**src/rtl/oryx_isa_pkg.sv**
```systemverilog
// Shared ISA constants and sequencer state encoding for the oryx execution core.
package oryx_isa_pkg;

    localparam logic [2:0] OPC_ARITH  = 3'd0;
    localparam logic [2:0] OPC_DATA   = 3'd1;
    localparam logic [2:0] OPC_BRANCH = 3'd2;
    localparam logic [2:0] OPC_JUMP   = 3'd3;
    localparam logic [2:0] OPC_CMP    = 3'd4;
    localparam logic [2:0] OPC_FLOAT  = 3'd5;
    localparam logic [2:0] OPC_LOGIC  = 3'd6;
    localparam logic [2:0] OPC_SHIFT  = 3'd7;

    localparam logic [1:0] F_MUL = 2'd3;
    localparam logic [1:0] F_LW  = 2'd0;
    localparam logic [1:0] F_SW  = 2'd1;
    localparam logic [1:0] F_LUI = 2'd2;
    localparam logic [1:0] F_SUB = 2'd3;

    localparam logic [2:0] S_IDLE     = 3'd0;
    localparam logic [2:0] S_EXEC     = 3'd1;
    localparam logic [2:0] S_MUL_WAIT = 3'd2;
    localparam logic [2:0] S_FPU_WAIT = 3'd3;
    localparam logic [2:0] S_MEM_WAIT = 3'd4;
    localparam logic [2:0] S_COMMIT   = 3'd5;
    localparam logic [2:0] S_ERROR    = 3'd6;

    // First state after accepting an instruction, chosen from class and funct.
    function automatic logic [2:0] dispatch_state(input logic [2:0] cls, input logic [1:0] funct);
        if (cls == OPC_ARITH && funct == F_MUL)                   return S_MUL_WAIT;
        if (cls == OPC_FLOAT)                                      return S_FPU_WAIT;
        if (cls == OPC_DATA && (funct == F_LW || funct == F_SW))   return S_MEM_WAIT;
        return S_EXEC;
    endfunction

    function automatic logic writes_back(input logic [2:0] cls, input logic [1:0] funct);
        case (cls)
            OPC_ARITH:                              return funct != F_MUL;
            OPC_DATA:                               return funct != F_SW;
            OPC_CMP, OPC_LOGIC, OPC_SHIFT:          return 1'b1;
            default:                                return 1'b0;
        endcase
    endfunction

endpackage

```
**src/rtl/oryx_exec_sequencer_if.sv**
```systemverilog
// Fetch, resource and retire signals of the execution sequencer bundled as one port.
interface oryx_exec_sequencer_if #(parameter int CNT_W = 16) ();
    logic             instr_valid;
    logic [31:0]      instr;
    logic             instr_ready;
    logic             mul_start;
    logic             mul_done;
    logic             fpu_start;
    logic [1:0]       fpu_op;
    logic             fpu_done;
    logic             mem_req;
    logic             mem_we;
    logic             mem_ack;
    logic             br_taken;
    logic             commit;
    logic             wb_en;
    logic             redirect;
    logic             busy;
    logic             err;
    logic [CNT_W-1:0] retired_cnt;
    logic [CNT_W-1:0] stall_cnt;

    modport master (
        input  instr_valid, instr, mul_done, fpu_done, mem_ack, br_taken,
        output instr_ready, mul_start, fpu_start, fpu_op, mem_req, mem_we,
               commit, wb_en, redirect, busy, err, retired_cnt, stall_cnt
    );

    modport slave (
        output instr_valid, instr, mul_done, fpu_done, mem_ack, br_taken,
        input  instr_ready, mul_start, fpu_start, fpu_op, mem_req, mem_we,
               commit, wb_en, redirect, busy, err, retired_cnt, stall_cnt
    );
endinterface

```
**src/rtl/oryx_sat_counter.sv**
```systemverilog
// Up-counter that sticks at all-ones instead of wrapping.
module oryx_sat_counter #(
    parameter int W = 16
) (
    input  logic         clk,
    input  logic         rst,
    input  logic         clear,
    input  logic         inc,
    output logic [W-1:0] q
);

    // NOTE: sequential state uses non-blocking assignments so every flop samples pre-edge values.
    always_ff @(posedge clk or posedge rst) begin
        if (rst)                    q <= '0;
        else if (clear)             q <= '0;
        else if (inc && q != '1)    q <= q + 1'b1;
    end

endmodule

```
**src/rtl/oryx_exec_sequencer.sv**
```systemverilog
// Issue/retire controller: one instruction in flight, sequences mul/fpu/stack memory, commits in order.
module oryx_exec_sequencer
    import oryx_isa_pkg::*;
#(
    parameter int TIMEOUT = 64,
    parameter int CNT_W   = 16
) (
    input  logic                   clk,
    input  logic                   rst,
    oryx_exec_sequencer_if.master  bus
);

    localparam int WAIT_W = $clog2(TIMEOUT + 1);

    logic [2:0]        state, state_nxt;
    logic [4:0]        op_q;
    logic              br_q;
    logic [WAIT_W-1:0] wait_cnt;
    logic              in_wait, wait_done, handshake;
    logic              commit_w;
    logic [CNT_W-1:0]  retired_q, stall_q;

    wire [2:0] cls   = op_q[4:2];
    wire [1:0] funct = op_q[1:0];

    assign handshake = (state == S_IDLE) && bus.instr_valid;
    assign in_wait   = (state == S_MUL_WAIT) || (state == S_FPU_WAIT) || (state == S_MEM_WAIT);

    // Only the done/ack of the resource being waited on counts; the others are ignored.
    always_comb begin
        wait_done = 1'b0;
        case (state)
            S_MUL_WAIT: wait_done = bus.mul_done;
            S_FPU_WAIT: wait_done = bus.fpu_done;
            S_MEM_WAIT: wait_done = bus.mem_ack;
            default:    wait_done = 1'b0;
        endcase
    end

    // NOTE: next state defaults to the current state so no path through the case infers a latch.
    always_comb begin
        state_nxt = state;
        case (state)
            S_IDLE:     if (bus.instr_valid) state_nxt = dispatch_state(bus.instr[31:29], bus.instr[28:27]);
            S_EXEC:     state_nxt = S_COMMIT;
            S_MUL_WAIT,
            S_FPU_WAIT,
            S_MEM_WAIT: begin
                if (wait_done)                                   state_nxt = S_COMMIT;
                else if (wait_cnt == WAIT_W'(TIMEOUT - 1))       state_nxt = S_ERROR;
            end
            S_COMMIT:   state_nxt = S_IDLE;
            S_ERROR:    state_nxt = S_ERROR;
            default:    state_nxt = S_IDLE;
        endcase
    end

    always_ff @(posedge clk or posedge rst) begin
        if (rst) begin
            state    <= S_IDLE;
            op_q     <= '0;
            br_q     <= 1'b0;
            wait_cnt <= '0;
        end else begin
            state <= state_nxt;
            if (handshake)         op_q <= bus.instr[31:27];
            if (state == S_EXEC)   br_q <= bus.br_taken;
            // Clears on any non-wait cycle, so it is zero on the first cycle of every wait.
            wait_cnt <= in_wait ? wait_cnt + 1'b1 : '0;
        end
    end

    assign commit_w        = (state == S_COMMIT);
    assign bus.instr_ready = (state == S_IDLE);
    assign bus.busy        = (state != S_IDLE);
    assign bus.err         = (state == S_ERROR);
    assign bus.mul_start   = (state == S_MUL_WAIT) && (wait_cnt == '0);
    assign bus.fpu_start   = (state == S_FPU_WAIT) && (wait_cnt == '0);
    assign bus.fpu_op      = funct;
    assign bus.mem_req     = (state == S_MEM_WAIT);
    assign bus.mem_we      = (state == S_MEM_WAIT) && (funct == F_SW);
    assign bus.commit      = commit_w;
    assign bus.wb_en       = commit_w && writes_back(cls, funct);
    assign bus.redirect    = commit_w && ((cls == OPC_JUMP) || (cls == OPC_BRANCH && br_q));

    oryx_sat_counter #(.W(CNT_W)) u_retired_cnt (
        .clk   (clk),
        .rst   (rst),
        .clear (1'b0),
        .inc   (commit_w),
        .q     (retired_q)
    );

    oryx_sat_counter #(.W(CNT_W)) u_stall_cnt (
        .clk   (clk),
        .rst   (rst),
        .clear (1'b0),
        .inc   (in_wait),
        .q     (stall_q)
    );

    assign bus.retired_cnt = retired_q;
    assign bus.stall_cnt   = stall_q;

endmodule

```
**src/flat_wrapper.sv**
```systemverilog
// flat-port wrapper written by rule: the top's interface ports become plain ports
module oryx_exec_sequencer_flat import oryx_isa_pkg::*;
#(
    parameter int TIMEOUT = 64,
    parameter int CNT_W   = 16
)
  (clk, rst, bus_instr_valid, bus_instr, bus_mul_done, bus_fpu_done, bus_mem_ack, bus_br_taken, bus_instr_ready, bus_mul_start, bus_fpu_start, bus_fpu_op, bus_mem_req, bus_mem_we, bus_commit, bus_wb_en, bus_redirect, bus_busy, bus_err, bus_retired_cnt, bus_stall_cnt);
  oryx_exec_sequencer_if #(.CNT_W(CNT_W)) bus_i ();
  input  logic clk;
  input  logic rst;
  input wire logic [$bits(bus_i.instr_valid)-1:0] bus_instr_valid;
  input wire logic [$bits(bus_i.instr)-1:0] bus_instr;
  input wire logic [$bits(bus_i.mul_done)-1:0] bus_mul_done;
  input wire logic [$bits(bus_i.fpu_done)-1:0] bus_fpu_done;
  input wire logic [$bits(bus_i.mem_ack)-1:0] bus_mem_ack;
  input wire logic [$bits(bus_i.br_taken)-1:0] bus_br_taken;
  output wire logic [$bits(bus_i.instr_ready)-1:0] bus_instr_ready;
  output wire logic [$bits(bus_i.mul_start)-1:0] bus_mul_start;
  output wire logic [$bits(bus_i.fpu_start)-1:0] bus_fpu_start;
  output wire logic [$bits(bus_i.fpu_op)-1:0] bus_fpu_op;
  output wire logic [$bits(bus_i.mem_req)-1:0] bus_mem_req;
  output wire logic [$bits(bus_i.mem_we)-1:0] bus_mem_we;
  output wire logic [$bits(bus_i.commit)-1:0] bus_commit;
  output wire logic [$bits(bus_i.wb_en)-1:0] bus_wb_en;
  output wire logic [$bits(bus_i.redirect)-1:0] bus_redirect;
  output wire logic [$bits(bus_i.busy)-1:0] bus_busy;
  output wire logic [$bits(bus_i.err)-1:0] bus_err;
  output wire logic [$bits(bus_i.retired_cnt)-1:0] bus_retired_cnt;
  output wire logic [$bits(bus_i.stall_cnt)-1:0] bus_stall_cnt;
  assign bus_i.instr_valid = bus_instr_valid;
  assign bus_i.instr = bus_instr;
  assign bus_i.mul_done = bus_mul_done;
  assign bus_i.fpu_done = bus_fpu_done;
  assign bus_i.mem_ack = bus_mem_ack;
  assign bus_i.br_taken = bus_br_taken;
  assign bus_instr_ready = bus_i.instr_ready;
  assign bus_mul_start = bus_i.mul_start;
  assign bus_fpu_start = bus_i.fpu_start;
  assign bus_fpu_op = bus_i.fpu_op;
  assign bus_mem_req = bus_i.mem_req;
  assign bus_mem_we = bus_i.mem_we;
  assign bus_commit = bus_i.commit;
  assign bus_wb_en = bus_i.wb_en;
  assign bus_redirect = bus_i.redirect;
  assign bus_busy = bus_i.busy;
  assign bus_err = bus_i.err;
  assign bus_retired_cnt = bus_i.retired_cnt;
  assign bus_stall_cnt = bus_i.stall_cnt;
  oryx_exec_sequencer #(.TIMEOUT(TIMEOUT), .CNT_W(CNT_W)) u_core (.clk(clk), .rst(rst), .bus(bus_i));
endmodule
```
**config.mk**
```make
export PLATFORM = sky130hd
export DESIGN_NAME = oryx_exec_sequencer_flat
export DESIGN_NICKNAME = d
export VERILOG_FILES = /design/src/rtl/oryx_isa_pkg.sv /design/src/rtl/oryx_exec_sequencer_if.sv /design/src/rtl/oryx_sat_counter.sv /design/src/rtl/oryx_exec_sequencer.sv /design/src/flat_wrapper.sv
export SDC_FILE = /design/constraint.sdc
export NUM_CORES = 1
export LEC_CHECK = 0
export CORE_ASPECT_RATIO = 1.75
export CORE_MARGIN = 4
export CORE_UTILIZATION = 54
export CTS_CLUSTER_DIAMETER = 120
export DETAILED_ROUTE_END_ITERATION = 12
export DONT_BUFFER_PORTS = 1
export PLACE_DENSITY = 0.75
export SLEW_MARGIN = 10
export SYNTH_ARGS = -nofsm -noshare
export SYNTH_HDL_FRONTEND = slang
export SYNTH_SLANG_ARGS = --single-unit
```
**constraint.sdc**
```tcl
create_clock -name clk -period 1.9 [get_ports clk]
set_input_delay 0.38 -clock clk [delete_from_list [all_inputs] [get_ports clk]]
set_output_delay 0.38 -clock clk [all_outputs]
set_load 0.01 [all_outputs]
```
==> results of run 1 <==
[per-stage QoR]
stage            util  setup slack (ns)  hold slack [ns]
2_1_floorplan       -            0.1072           0.4546
3_3_place_gp   0.6085            0.1495           0.4538
3_5_place_dp   0.6085            0.1274           0.4638
4_1_cts        0.6369          0.006437           0.1336
5_1_grt        0.6481          -0.02573           0.1554
6_report       0.6481           0.05488           0.1042
[registers in the layout, indices dropped and copies added, names as in the netlist]
register	count
u_core.u_stall_cnt.q	16
u_core.op_q	5
u_core.wait_cnt	7
u_core.u_retired_cnt.q	16
u_core.state	3
u_core.br_q	1
[worst max-delay path by stage]
stage	slack, ns	cells after the start	from	to
floorplan	0.11	5	u_core.state[1]	bus_wb_en
global placement	0.15	5	u_core.state[2]	u_core.u_stall_cnt.q[9]
detailed placement	0.13	5	u_core.state[2]	u_core.u_stall_cnt.q[9]
CTS	0.006	3	u_core.state[2]	bus_mem_we
global route	-0.03	5	u_core.state[1]	bus_mul_start
finish	0.05	3	u_core.state[2]	bus_mem_we
[worst max-delay path, stage by stage (launching register included)]
cell and delay, ns:
dfrtp_2 0.42, or3b_4 0.45, nor3b_2 0.17, buf_4 0.14
[per-layer routing]
metal  up-vias  global-route usage  part of all wire
met5         -                   0                 0
met4         0              0.1002             0.025
met3        18             0.06564             0.069
met2        81              0.3751              0.56
met1      1050              0.2358              0.35
li1        995                   -                 -
[report_power, final]
part / internal, mW / total, mW / switching (mW) / leakage (nW)
Clock: 0.291 / 0.636 / 0.345 / 0.0510
Combinational: 0.800 / 1.72 / 0.925 / 0.686
Sequential: 1.26 / 1.52 / 0.259 / 0.630
Total: 2.35 / 3.88 / 1.53 / 1.37
[synth_stat cells (5+ instances only)]
cell type  instances  area share
nor3_1             6       0.011
a21oi_1            9       0.017
o21ai_0            9       0.017
nand3_1           14       0.027
nor2_1            16       0.023
xor2_1            22       0.074
inv_1             15       0.022
nand4_1           10       0.024
xnor2_1            7       0.023
nor2b_1            5       0.012
nor4_1             5       0.012
a211oi_1           7       0.020
nand2_1           16       0.023
mux2_2             9       0.039
dfrtp_1           48        0.46
[final cells by class]
| type | instances | area, sq um | area share |
|---|---|---|---|
| Multi-Input combinational cell | 185 | 1346 | 0.4413 |
| Clock inverter | 2 | 10.01 | 0.003281 |
| Clock buffer | 6 | 82.58 | 0.02707 |
| Inverter | 16 | 65.06 | 0.02133 |
| Sequential cell | 48 | 1204 | 0.3946 |
| Tap cell | 52 | 65.06 | 0.02133 |
| Timing Repair Buffer | 36 | 277.8 | 0.09106 |
[layout by cell type (no fill, tap or decap), types with 2 or more instances in the layout]
| cell | instances |
|---|---|
| nor2b_1 | 4 |
| nor2_2 | 2 |
| inv_1 | 14 |
| o32ai_1 | 2 |
| a31oi_1 | 2 |
| clkinv_2 | 2 |
| o211ai_1 | 2 |
| a21oi_1 | 9 |
| dfrtp_1 | 46 |
| nand4b_1 | 2 |
| ha_1 | 4 |
| nand3b_1 | 3 |
| nor4_1 | 4 |
| nand2_1 | 16 |
| a211oi_1 | 7 |
| clkbuf_8 | 6 |
| nand2b_1 | 2 |
| mux2_2 | 9 |
| and4_1 | 2 |
| xor2_1 | 22 |
| buf_4 | 34 |
| nand4_1 | 10 |
| buf_6 | 2 |
| dfrtp_2 | 2 |
| and3_1 | 4 |
| nor2_1 | 14 |
| nor3_1 | 6 |
| nand3_1 | 13 |
| and2_1 | 3 |
| nor4_2 | 3 |
| xnor2_1 | 7 |
| o21ai_0 | 8 |
[repair_timing]
| action | CTS | global route |
|---|---|---|
| setup endpoints to repair | 4 | 5 |
| pin swaps | 1 | 7 |
| buffers inserted | 1 | 3 |
| gates resized for setup | 10 | 5 |
[logic make-up (layout without fill, tap and decap cells)]
kind of cell | count (synthesis) | count (layout) | synth area share
compound gates | 44 | 44 | 0.1243
simple gates | 98 | 98 | 0.2103
flops | 48 | 48 | 0.4589
mux | 10 | 10 | 0.04254
xor+xnor | 29 | 29 | 0.09703
fa+ha+maj | 4 | 4 | 0.01912
buf+inv | 27 | 60 | 0.04779
==> out/results.ini, run 1 <==
[drt]
via_count=2144
drtPass1Iterations=6
routed_via_density=6.214
drt_iter0_drc=82
routedWlPerCell_microns=17.86
drc=0
wl_mm=6.161
ant_nets=0

[global_routing]
grt_overflow=0
antenna_found_initial=0
grt_use_total=0.2180
grt_pass1_vias=2200
grt_max_degree=49
grt_pass1_wl_mm=10.14

[clock_tree]
holdBufCountCts=0
cts_buffers=5
ctsRootBufferMaster=clkbuf_8
clk_pin_slew_ns=0.09
cts_sinks=48
clk_path_buf_depth=2
cts_tree=built
cts-htree-levels=2
insertion_delay_ns=0.30

[layout]
n_antenna_cell=0
fin_nets=335
instances_no_fill=345
syn2layout_area_growth_pct=16.54
fillers=386
fin_area_sq_mm=0.003050
drive_gt1_frac=0.2491

[synthesis]
ys_ff_latch=48
avgSynthCellArea_sq_um=10.07
syn_area_sq_mm=0.002618
synth_top_flop_cell=dfrtp_1
postSynthNetCount=303
synthArstFlopShare=1.000
ys_seq_area_frac=0.4589
synth_edf_count=0
synthDistinctLibCells=53
syn_inst=260
synth_warnings=0

[timing]
slew_violations=0
hold_viol=0
slew_headroom=0.5956
tns_ns=0
worstMarginPinSlew_ns=0.6067
setup_violations=0
fin_worst_skew_ns=0.006150
period_needed_ns=1.845
max_freq_ghz=0.5420
rsz0062_at_grt=true
period_share=0.9711

[worst_setup_path]
crit_path_end_kind=output pin
path_max_fanout=4
reg2reg_from=u_core.state[2]
crit_arrival_ns=1.47
crit_type=register to output pin
cp-start-kind=register
r2r_end=u_core.u_stall_cnt.q[9]
worst_ep_required_time_ns=1.52
reg2reg_depth=5
reg2reg_slack_ns=0.11

[place]
gp_congestion=0.8642
port_buffers=0
place_hpwl_mm=4.490
place_area_sq_mm=0.002864
placed_cells=333

[pwr]
max-vdd-ir-drop_mv=1.021
power.leakage_nw=1.367
powerDensity_mw_per_mm2=1272
fin_total_pwr_mw=3.879

[floorplanning]
dieWidth_microns=60.63
core-area_sq_mm=0.004707
rows=33
pin_count=83
die_area_sq_mm=0.006069
initial_core_util=0.5561
chipHeight_microns=100.1

[worst_hold_path]
hp-class=primary input to async pin

[run]
cap_violations=0

[run_status]
outcome=complete, no violations

No activity file was read; power rests on OpenSTA's default activity.
==> run 2: changes to the inputs <==
--- a/config.mk
+++ b/config.mk
@@ -5,13 +5,15 @@
 export SDC_FILE = /design/constraint.sdc
 export NUM_CORES = 1
 export LEC_CHECK = 0
+export CELL_PAD_IN_SITES_DETAIL_PLACEMENT = 2
+export CELL_PAD_IN_SITES_GLOBAL_PLACEMENT = 2
 export CORE_ASPECT_RATIO = 1.75
 export CORE_MARGIN = 4
-export CORE_UTILIZATION = 54
+export CORE_UTILIZATION = 34
 export CTS_CLUSTER_DIAMETER = 120
 export DETAILED_ROUTE_END_ITERATION = 12
 export DONT_BUFFER_PORTS = 1
-export PLACE_DENSITY = 0.75
+export PLACE_DENSITY = 0.78
 export SLEW_MARGIN = 10
 export SYNTH_ARGS = -nofsm -noshare
 export SYNTH_HDL_FRONTEND = slang
==> run 2 against run 1 <==
- core utilization down 21 points
- hold slack worse by 0.095 ns
- clock power up 44%
- critical path type unchanged
- critical endpoint unchanged
- largest cell class unchanged
- largest power group unchanged
==> out/results.ini, run 2 (synthesis results as in run 1) <==
[worst_setup_path]
reg2reg_from=u_core.state[0]
path_max_fanout=2
crit_path_end_kind=output pin
crit_arrival_ns=1.52
r2r_end=u_core.state[0]
reg2reg_slack_ns=0.05
cp-start-kind=register
worst_ep_required_time_ns=1.52
reg2reg_depth=6
crit_type=register to output pin

[global_routing]
grt_use_total=0.1789
grt_overflow=0
grt_pass1_vias=2437
grt_max_degree=49
antenna_found_initial=0
grt_pass1_wl_mm=12.45

[drt]
drt_iter0_drc=43
ant_nets=0
drtPass1Iterations=4
wl_mm=8.048
routed_via_density=5.524
routedWlPerCell_microns=20.69
drc=0
via_count=2149

[pwr]
p_sw_mw=1.720
p_comb_frac=0.442
power.leakage_nw=1.437
pwr-share-seq=0.349
p_sw_frac=0.3923
p_int_mw=2.665
p_clk_frac=0.210
powerDensity_mw_per_mm2=1338
fin_total_pwr_mw=4.385
max-vdd-ir-drop_mv=0.5917

[layout]
fin_area_sq_mm=0.003278
n_antenna_cell=0
final_cell_mix=dfrtp_1 (46), buf_4 (38), xor2_1 (22), nand2_1 (16), inv_1 (14)
fin_nets=343
instances_no_fill=389
syn2layout_area_growth_pct=25.24
layout_top_registers=u_core.u_retired_cnt.q (16), u_core.u_stall_cnt.q (16), u_core.wait_cnt (7)
drive_gt1_frac=0.2791
final_common_cell=dfrtp_1
utilization=0.4362

[timing]
rsz0062_at_grt=true
period_share=0.9976
tns_ns=0
max_freq_ghz=0.5276
slew_violations=0
period_needed_ns=1.896
setup_violations=0
hold_viol=0
fin_worst_skew_ns=0.01120
slew_headroom=0.6826
worstMarginPinSlew_ns=0.4725

[floorplanning]
die_area_sq_mm=0.009222
core-area_sq_mm=0.007515
dieWidth_microns=74.33
rows=42
initial_core_util=0.3483
chipHeight_microns=124.1
pin_count=83

[run]
cap_violations=0

[clock_tree]
insertion_delay_ns=0.30
cts_buffers=5
cts-htree-levels=2
cts_tree=built
clk_path_buf_depth=2
cts_sinks=48
clk_pin_slew_ns=0.07
ctsRootBufferMaster=clkbuf_16

[run_status]
outcome=complete, no violations

[place]
gp_congestion=0.7345
placed_cells=373
place_area_sq_mm=0.002952
port_buffers=0
place_hpwl_mm=5.835

[worst_hold_path]
hp-class=primary input to async pin

[run 2: cell count changes in the layout (fill, tap and decap cells not counted), moves of 3 or more]
cell | previous run | this run
clkbuf_16 | 0 | 5
clkbuf_8 | 6 | 1
buf_4 | 34 | 38
buf_6 | 2 | 5
[run 2: how the worst max path moves through the flow]
stage	startpoint	end	slack, ns	cells past startpoint
2_1_floorplan	u_core.state[1]	bus_wb_en	0.11	5
5_1_grt	u_core.state[0]	bus_mem_we	-0.06	4
4_1_cts	u_core.op_q[2]	bus_wb_en	-0.01	4
6_report	u_core.state[0]	bus_mem_we	0.004	4
3_5_place_dp	u_core.state[1]	u_core.u_retired_cnt.q[1]	0.10	6
3_3_place_gp	u_core.state[1]	bus_wb_en	0.18	5
[run 2: repair_timing]
action | CTS | global route
pin swaps | 3 | 3
resized for setup | 12 | 13
setup buffers | 3 | 7
endpoints found under the setup margin | 5 | 11
hold buffers | 0 | 0
[run 2: layout make-up]
cell class | count | area (sq um)
Clock buffer | 7 | 142.6
Inverter | 16 | 65.06
Sequential cell | 48 | 1204
Fill cell | 798 | 4237
Tap cell | 88 | 110.1
Timing Repair Buffer | 44 | 361.6
Clock inverter | 1 | 7.507
Multi-Input combinational cell | 185 | 1388
[run 2: critical path: stages (launching register included)]
cell and delay (ns):
dfrtp_1 0.38, or3b_4 0.41, buf_6 0.13, nor3b_2 0.15
buf_4 0.14
[run 2: layer usage]
metal  global-route usage  wire length, microns  vias up
met3              0.04766                   382        7
met4              0.05457                   104        0
met5                    0                     0        -
li1                     -                     -     1005
met2               0.3506                  4814       35
met1               0.1760                  2746     1102
[run 2: power groups by stage]
stage	clock, mW	sequential [mW]	combinational [mW]
2_1_floorplan	0	1.54	0.995
3_3_place_gp	0	1.52	1.57
3_5_place_dp	0	1.54	1.69
4_1_cts	0.951	1.54	1.86
5_1_grt	0.988	1.58	2.11
6_report	0.919	1.53	1.94
[run 2: through the flow]
step | setup slack (ns) | hold slack, ns
after floorplan | 0.1072 | 0.4546
final | 0.004499 | 0.009682
after global routing | -0.05653 | 0.02815
after CTS | -0.01185 | 0.01824
after global placement | 0.1803 | 0.3311
after detailed placement | 0.1024 | 0.3348
==> run 3: changes to the inputs <==
--- a/config.mk
+++ b/config.mk
@@ -14,6 +14,7 @@
 export DETAILED_ROUTE_END_ITERATION = 12
 export DONT_BUFFER_PORTS = 1
 export PLACE_DENSITY = 0.78
+export SETUP_SLACK_MARGIN = 0.05
 export SLEW_MARGIN = 10
 export SYNTH_ARGS = -nofsm -noshare
 export SYNTH_HDL_FRONTEND = slang
==> constraint.sdc (replaced) <==
create_clock -name clk -period 1.9 [get_ports clk]
set_input_delay 0.57 -clock clk [delete_from_list [all_inputs] [get_ports clk]]
set_output_delay 0.57 -clock clk [all_outputs]
set_load 0.01 [all_outputs]
==> run 3 against run 2 <==
- the flow now finishes with violations (negative setup slack)
- worst setup slack lost 0.16 ns
- core utilization grew 0.87 points
- count of clock-buffer cells in the layout shrank 1
- clock skew shrank 0.00094 ns
- via count grew 4.3%
- combinational power grew 7%
- non-clock buffer count grew 7
- sequential share of layout area shrank 0.71 points
- cell count grew 1.8%
- register-to-register slack gained 0.06 ns
- clock power grew 0.7%
- critical path type unchanged
- largest cell class unchanged
==> out/results.ini, run 3 (synthesis results as in run 1) <==
[worst_setup_path]
crit_path_end_kind=output pin
cp-start-kind=register
crit_arrival_ns=1.48
cp_slowest_stage_delay_ns=0.41
path_cells=nor4_4 -> nand4b_1 -> nor2_1 -> buf_4
path_max_fanout=2
cpLargestDelayFamily=simple AND/OR/NAND/NOR gates
slowest_stage=dfrtp_1
crit_buf_inv=1
crit_type=register to output pin
worst_ep_required_time_ns=1.33

[layout]
syn2layout_area_growth_pct=27.72
instances_no_fill=396
fin_area_sq_mm=0.003343
final_cell_mix=dfrtp_1 (46), buf_4 (43), xor2_1 (22), nand2_1 (16), nor2_1 (14)
drive_gt1_frac=0.3182
fin_nets=350
utilization=0.4449
n_antenna_cell=0
layout_top_registers=u_core.u_retired_cnt.q (16), u_core.u_stall_cnt.q (16), u_core.wait_cnt (7)
final_common_cell=dfrtp_1

[pwr]
max-vdd-ir-drop_mv=0.5744
powerDensity_mw_per_mm2=1353
power.leakage_nw=1.478
fin_total_pwr_mw=4.524

[clock_tree]
insertion_delay_ns=0.30
clk_pin_slew_ns=0.07
cts-htree-levels=2
holdBufCountCts=0
cts_tree=built
cts_sinks=48
clk_path_buf_depth=2
cts_buffers=5
ctsRootBufferMaster=clkbuf_16

[timing]
slew_violations=0
hold_viol=0
rsz0062_at_grt=true
slew_headroom=0.6933
setup_violations=5
worstMarginPinSlew_ns=0.4565
period_share=1.080
period_needed_ns=2.051
max_freq_ghz=0.4875
fin_worst_skew_ns=0.01026
finalWorstSetupSlack_ns=-0.1515

[drt]
wl_mm=8.748
ant_nets=0
drc=0
routedWlPerCell_microns=22.09
drt_iter0_drc=70
drtPass1Iterations=4
routed_via_density=5.662
via_count=2242

[global_routing]
grt_max_degree=49
grt_pass1_vias=2435
grt_use_total=0.1874
grt_overflow=0
antenna_found_initial=0
grt_pass1_wl_mm=12.90

[run_status]
outcome=finished, violations left
violations=negative setup slack

[place]
gp_congestion=0.7481
dp_slack_ns=0.09252
place_area_sq_mm=0.002949
port_buffers=0
place_hpwl_mm=5.763
placed_cells=372

[floorplanning]
chipHeight_microns=124.1
die_area_sq_mm=0.009222
pin_count=83
initial_core_util=0.3483
dieWidth_microns=74.33
core-area_sq_mm=0.007515
rows=42

[run]
cap_violations=0

[worst_hold_path]
hp-class=primary input to async pin

-- run 3: changes by cell type in the layout (fill, tap and decap cells not counted), moves of 2 or more --
cell     previous run  this run
buf_4              38        43
inv_1              14        10
inv_2               1         4
nand3_2             0         2
-- run 3: timing repair --
item,in CTS,in global routing
setup buffers,10,6
resized for setup,19,16
setup endpoints to repair,9,18
pin swaps,6,5
-- run 3: routing by layer --
metal / wire, microns / vias to the layer above / global-route usage
li1: - / 1013 / -
met1: 2927 / 1167 / 0.1839
met2: 5160 / 47 / 0.3617
met3: 453 / 15 / 0.05089
met4: 206 / 0 / 0.06793
met5: 0 / - / 0
-- run 3: stage by stage --
stage / setup TNS, ns / hold slack, ns
after floorplan: 0 / 0.4546
after global placement: 0 / 0.4726
after detailed placement: 0 / 0.4916
after CTS: -0.4358 / 0.2033
after global routing: -0.8498 / 0.2084
final: -0.4249 / 0.1987
-- run 3: area by class of cell --
cell class / count / area (sq um)
Fill cell: 788 / 4172
Timing Repair Buffer: 51 / 425.4
Clock inverter: 2 / 15.01
Multi-Input combinational cell: 185 / 1380
Tap cell: 88 / 110.1
Clock buffer: 6 / 138.9
Sequential cell: 48 / 1204
Inverter: 16 / 70.07
-- run 3: path summary, 6_finish.rpt --
check / startpoint / depth (start not counted) / endpoint / slack, ns
max in group asynchronous: rst / 2 / u_core.wait_cnt[4] / 1.47
max: u_core.wait_cnt[2] / 4 / bus_fpu_start / -0.15
min reg2reg: u_core.wait_cnt[0] / 1 / u_core.wait_cnt[0] / 0.51
min: rst / 2 / u_core.u_retired_cnt.q[8] / 0.20
min in group clk: bus_instr[31] / 2 / u_core.op_q[4] / 0.40
max reg2reg: u_core.state[2] / 6 / u_core.u_stall_cnt.q[1] / 0.11
-- run 3: power by group --
group          switching [mW]  internal, mW
clock network           0.401         0.524
registers               0.255          1.26
logic                    1.11         0.977
==> variant, RTL diff (flow settings as in run 2) <==
`CNT_W` is set to 16 in 3 places; all go to 32.
--- a/src/rtl/oryx_exec_sequencer_if.sv
+++ b/src/rtl/oryx_exec_sequencer_if.sv
@@ -1,3 +1,3 @@
 // Fetch, resource and retire signals of the execution sequencer bundled as one port.
-interface oryx_exec_sequencer_if #(parameter int CNT_W = 16) ();
+interface oryx_exec_sequencer_if #(parameter int CNT_W = 32) ();
     logic             instr_valid;
--- a/src/rtl/oryx_exec_sequencer.sv
+++ b/src/rtl/oryx_exec_sequencer.sv
@@ -5,3 +5,3 @@
     parameter int TIMEOUT = 64,
-    parameter int CNT_W   = 16
+    parameter int CNT_W   = 32
 ) (
--- a/src/flat_wrapper.sv
+++ b/src/flat_wrapper.sv
@@ -4,3 +4,3 @@
     parameter int TIMEOUT = 64,
-    parameter int CNT_W   = 16
+    parameter int CNT_W   = 32
 )
Interface: changed (resized bus_retired_cnt and bus_stall_cnt); port bits go from 83 to 115. The function was not compared with the original's and may differ.
==> variant against run 2 <==
- the run now ends with negative setup slack left
- combinational power up 6%
- final cell count up 63%
- routed wire length up 68%
- area after synthesis up 55%
- first-iteration DRC count up 63%
- power up 40%
- sequential power up 44%
- cell area up 68%
- sequential cell count up 32
- sequential share of layout area down 0.28 points
- maximum frequency down 0.28%
- setup slack worse by 5.2 ps
==> variant: results (changes against run 2) <==
metric,value,unit,change
outcome,"complete, but fails checks",,"was complete, no violations"
violated_checks,negative setup slack,,
post_synthesis_cell_type_count,54,,was 53
p_leak,2.61,nW,was 1.44 nW
layout-drive-gt1-share,37.3,%,was 27.9%
grt_pass1_wl,22.1,mm,was 12.5 mm
busiest_layer,met2,,unchanged
layout_top_registers,"u_core.u_retired_cnt.q x32, u_core.u_stall_cnt.q x32, u_core.wait_cnt x7",,"was u_core.u_retired_cnt.q x16, u_core.u_stall_cnt.q x16, u_core.wait_cnt x7"
dr.first_iter.drc_count,70,,was 43
overall_track_demand_over_capacity_in_global_routing,19.9,%,was 17.9%
gr-usage-met2,40.2,%,was 35.1%
worst_setup_hold_path_clk_slew,70,ps,about the same
synth-warning-count,0,,unchanged
postSynth.topFlopCell,dfrtp_1,,unchanged
nNetsFinal,537,,was 343
synth_fp_nets,427,,was 303
groute.layer.met1.usage,20.1,%,was 17.6%
layout_setup_ws,-0.745,ps,was 4.50 ps
synth.yosys.seq_area_share,49.4,%,was 45.9%
cts-root-to-sink-buffers,2,,unchanged
place.gp.congestion,0.794,,was 0.735
cpLargestDelayFamily,simple AND/OR/NAND/NOR gates,,unchanged
crit_path_max_incr_delay,420,ps,
grtUsageMet3,4.30,%,was 4.77%
worst_slack_placed,-67.7,ps,was 102 ps
place_hpwl,9.55,mm,was 5.84 mm
final_report_setup_violation_count,1,,was 0
grt_max_degree,81,,was 49
worst_clk_skew,9.11,ps,was 11.2 ps
antenna_found_initial,0,,unchanged
synth.area.top_cells,"dfrtp_1 49%, xnor2_1 9.7%, nand3_1 4.2%",,"was dfrtp_1 46%, xor2_1 7.4%, mux2_2 3.9%"
antenna-diode-count,0,,unchanged
placement.cell_area,4940,µm²,was 2950 µm²
asyncSetResetFlopFracSynth,100,%,unchanged
via_count,3395,,was 2149
irDropWorstVdd,0.634,mV,was 0.592 mV
critical-path-slowest-cell,dfrtp_1,,was or3b_4
tritoncts.num_buffers,9,,was 5
buffer_ports.inserted,0,,unchanged
worstMarginPinSlew,454,ps,was 473 ps
final_routed_wirelength,13.6,mm,was 8.05 mm
data_arrival_time_at_the_worst_slack_endpoint,2130,ps,was 1520 ps
h-tree-depth,3,,was 2
worst-path-max-fanout,5,,was 2
drt_pre_antenna_iters,4,,unchanged
first_global_vias,4052,,was 2437
synth_top_cells_by_count,"80 x dfrtp_1, 45 x xnor2_1, 34 x nand3_1",,"was 48 x dfrtp_1, 22 x xor2_1, 16 x nand2_1, 16 x nor2_1, 15 x inv_1"
hold_path_class,input pin to asynchronous set/reset pin,,unchanged
cts.root.buffer_cell,clkbuf_16,,unchanged
worstSkewPairLatency,330,ps,was 300 ps
-- variant: cell types whose count changed after synthesis, moves of 4 or more --
cell      before  now
xnor2_1        7   45
and3_1         4    9
nand3_1       14   34
nand2_1       16   28
dfrtp_1       48   80
a211oi_1       7    0
nor3_1         6   14
nor2_1        16   30
xor2_1        22   18
nand4_1       10   19
-- variant: path summary, 6_finish.rpt --
path                       cells past startpoint                    endpoint  slack [ps]                       from
setup / recovery                               7  u_core.u_retired_cnt.q[19]        -0.7  u_core.u_retired_cnt.q[1]
setup reg to reg                               7  u_core.u_retired_cnt.q[19]        -0.7  u_core.u_retired_cnt.q[1]
min in group clk                               2              u_core.op_q[4]         200              bus_instr[31]
max in group asynchronous                      2             u_core.state[2]        1500                        rst
hold reg to reg                                1          u_core.wait_cnt[0]         490         u_core.wait_cnt[0]
hold / removal                                 2              u_core.op_q[0]          50                        rst
-- variant: cell families after synthesis --
logic type / Yosys count / share of synthesized area [%]
buffers and inverters: 22 / 2.53
AO/OA/AOI/OAI: 32 / 5.62
AND/OR/NAND/NOR: 173 / 24.8
adder cells (fa/ha/maj): 4 / 1.23
XOR/XNOR: 64 / 14.0
flip-flops: 80 / 49.4
multiplexers: 9 / 2.47
-- variant: cell type report --
cell class,instances,area [µm²]
Clock inverter,6,93.8
Clock buffer,10,229
Inverter,13,52.6
Tap cell,135,169
Sequential cell,80,2010
Multi-Input combinational cell,282,2120
Fill cell,1198,6130
Timing Repair Buffer,108,838
-- variant: through the flow --
step                      std cells  setup TNS, ps  util [%]  power, mW
final                           634         -0.745      47.3       6.14
after global routing            634           -451      47.3       6.51
after CTS                       630          -27.6      45.9       6.07
after detailed placement        610           -287      42.4       4.05
after global placement          610          -34.2      42.4       3.92
after floorplan                 384           -210         -       3.17
-- variant: power breakdown --
| group | internal, mW | switching (mW) |
|---|---|---|
| Combinational | 0.986 | 1.07 |
| Clock | 1.16 | 0.728 |
| Sequential | 1.95 | 0.258 |
-- variant: metal layers --
metal	vias up	wire length, µm	part of all wire, %
met2	72	8200	61
met3	11	583	4.3
li1	1562	-	-
met5	-	0	0
met4	0	156	1.2
met1	1750	4610	34
-- variant: repair_timing --
action | CTS | global route
pin swaps | 6 | 10
setup endpoints to repair | 14 | 33
buffers inserted | 4 | 4
gates resized for setup | 17 | 31
cloned | 0 | 0
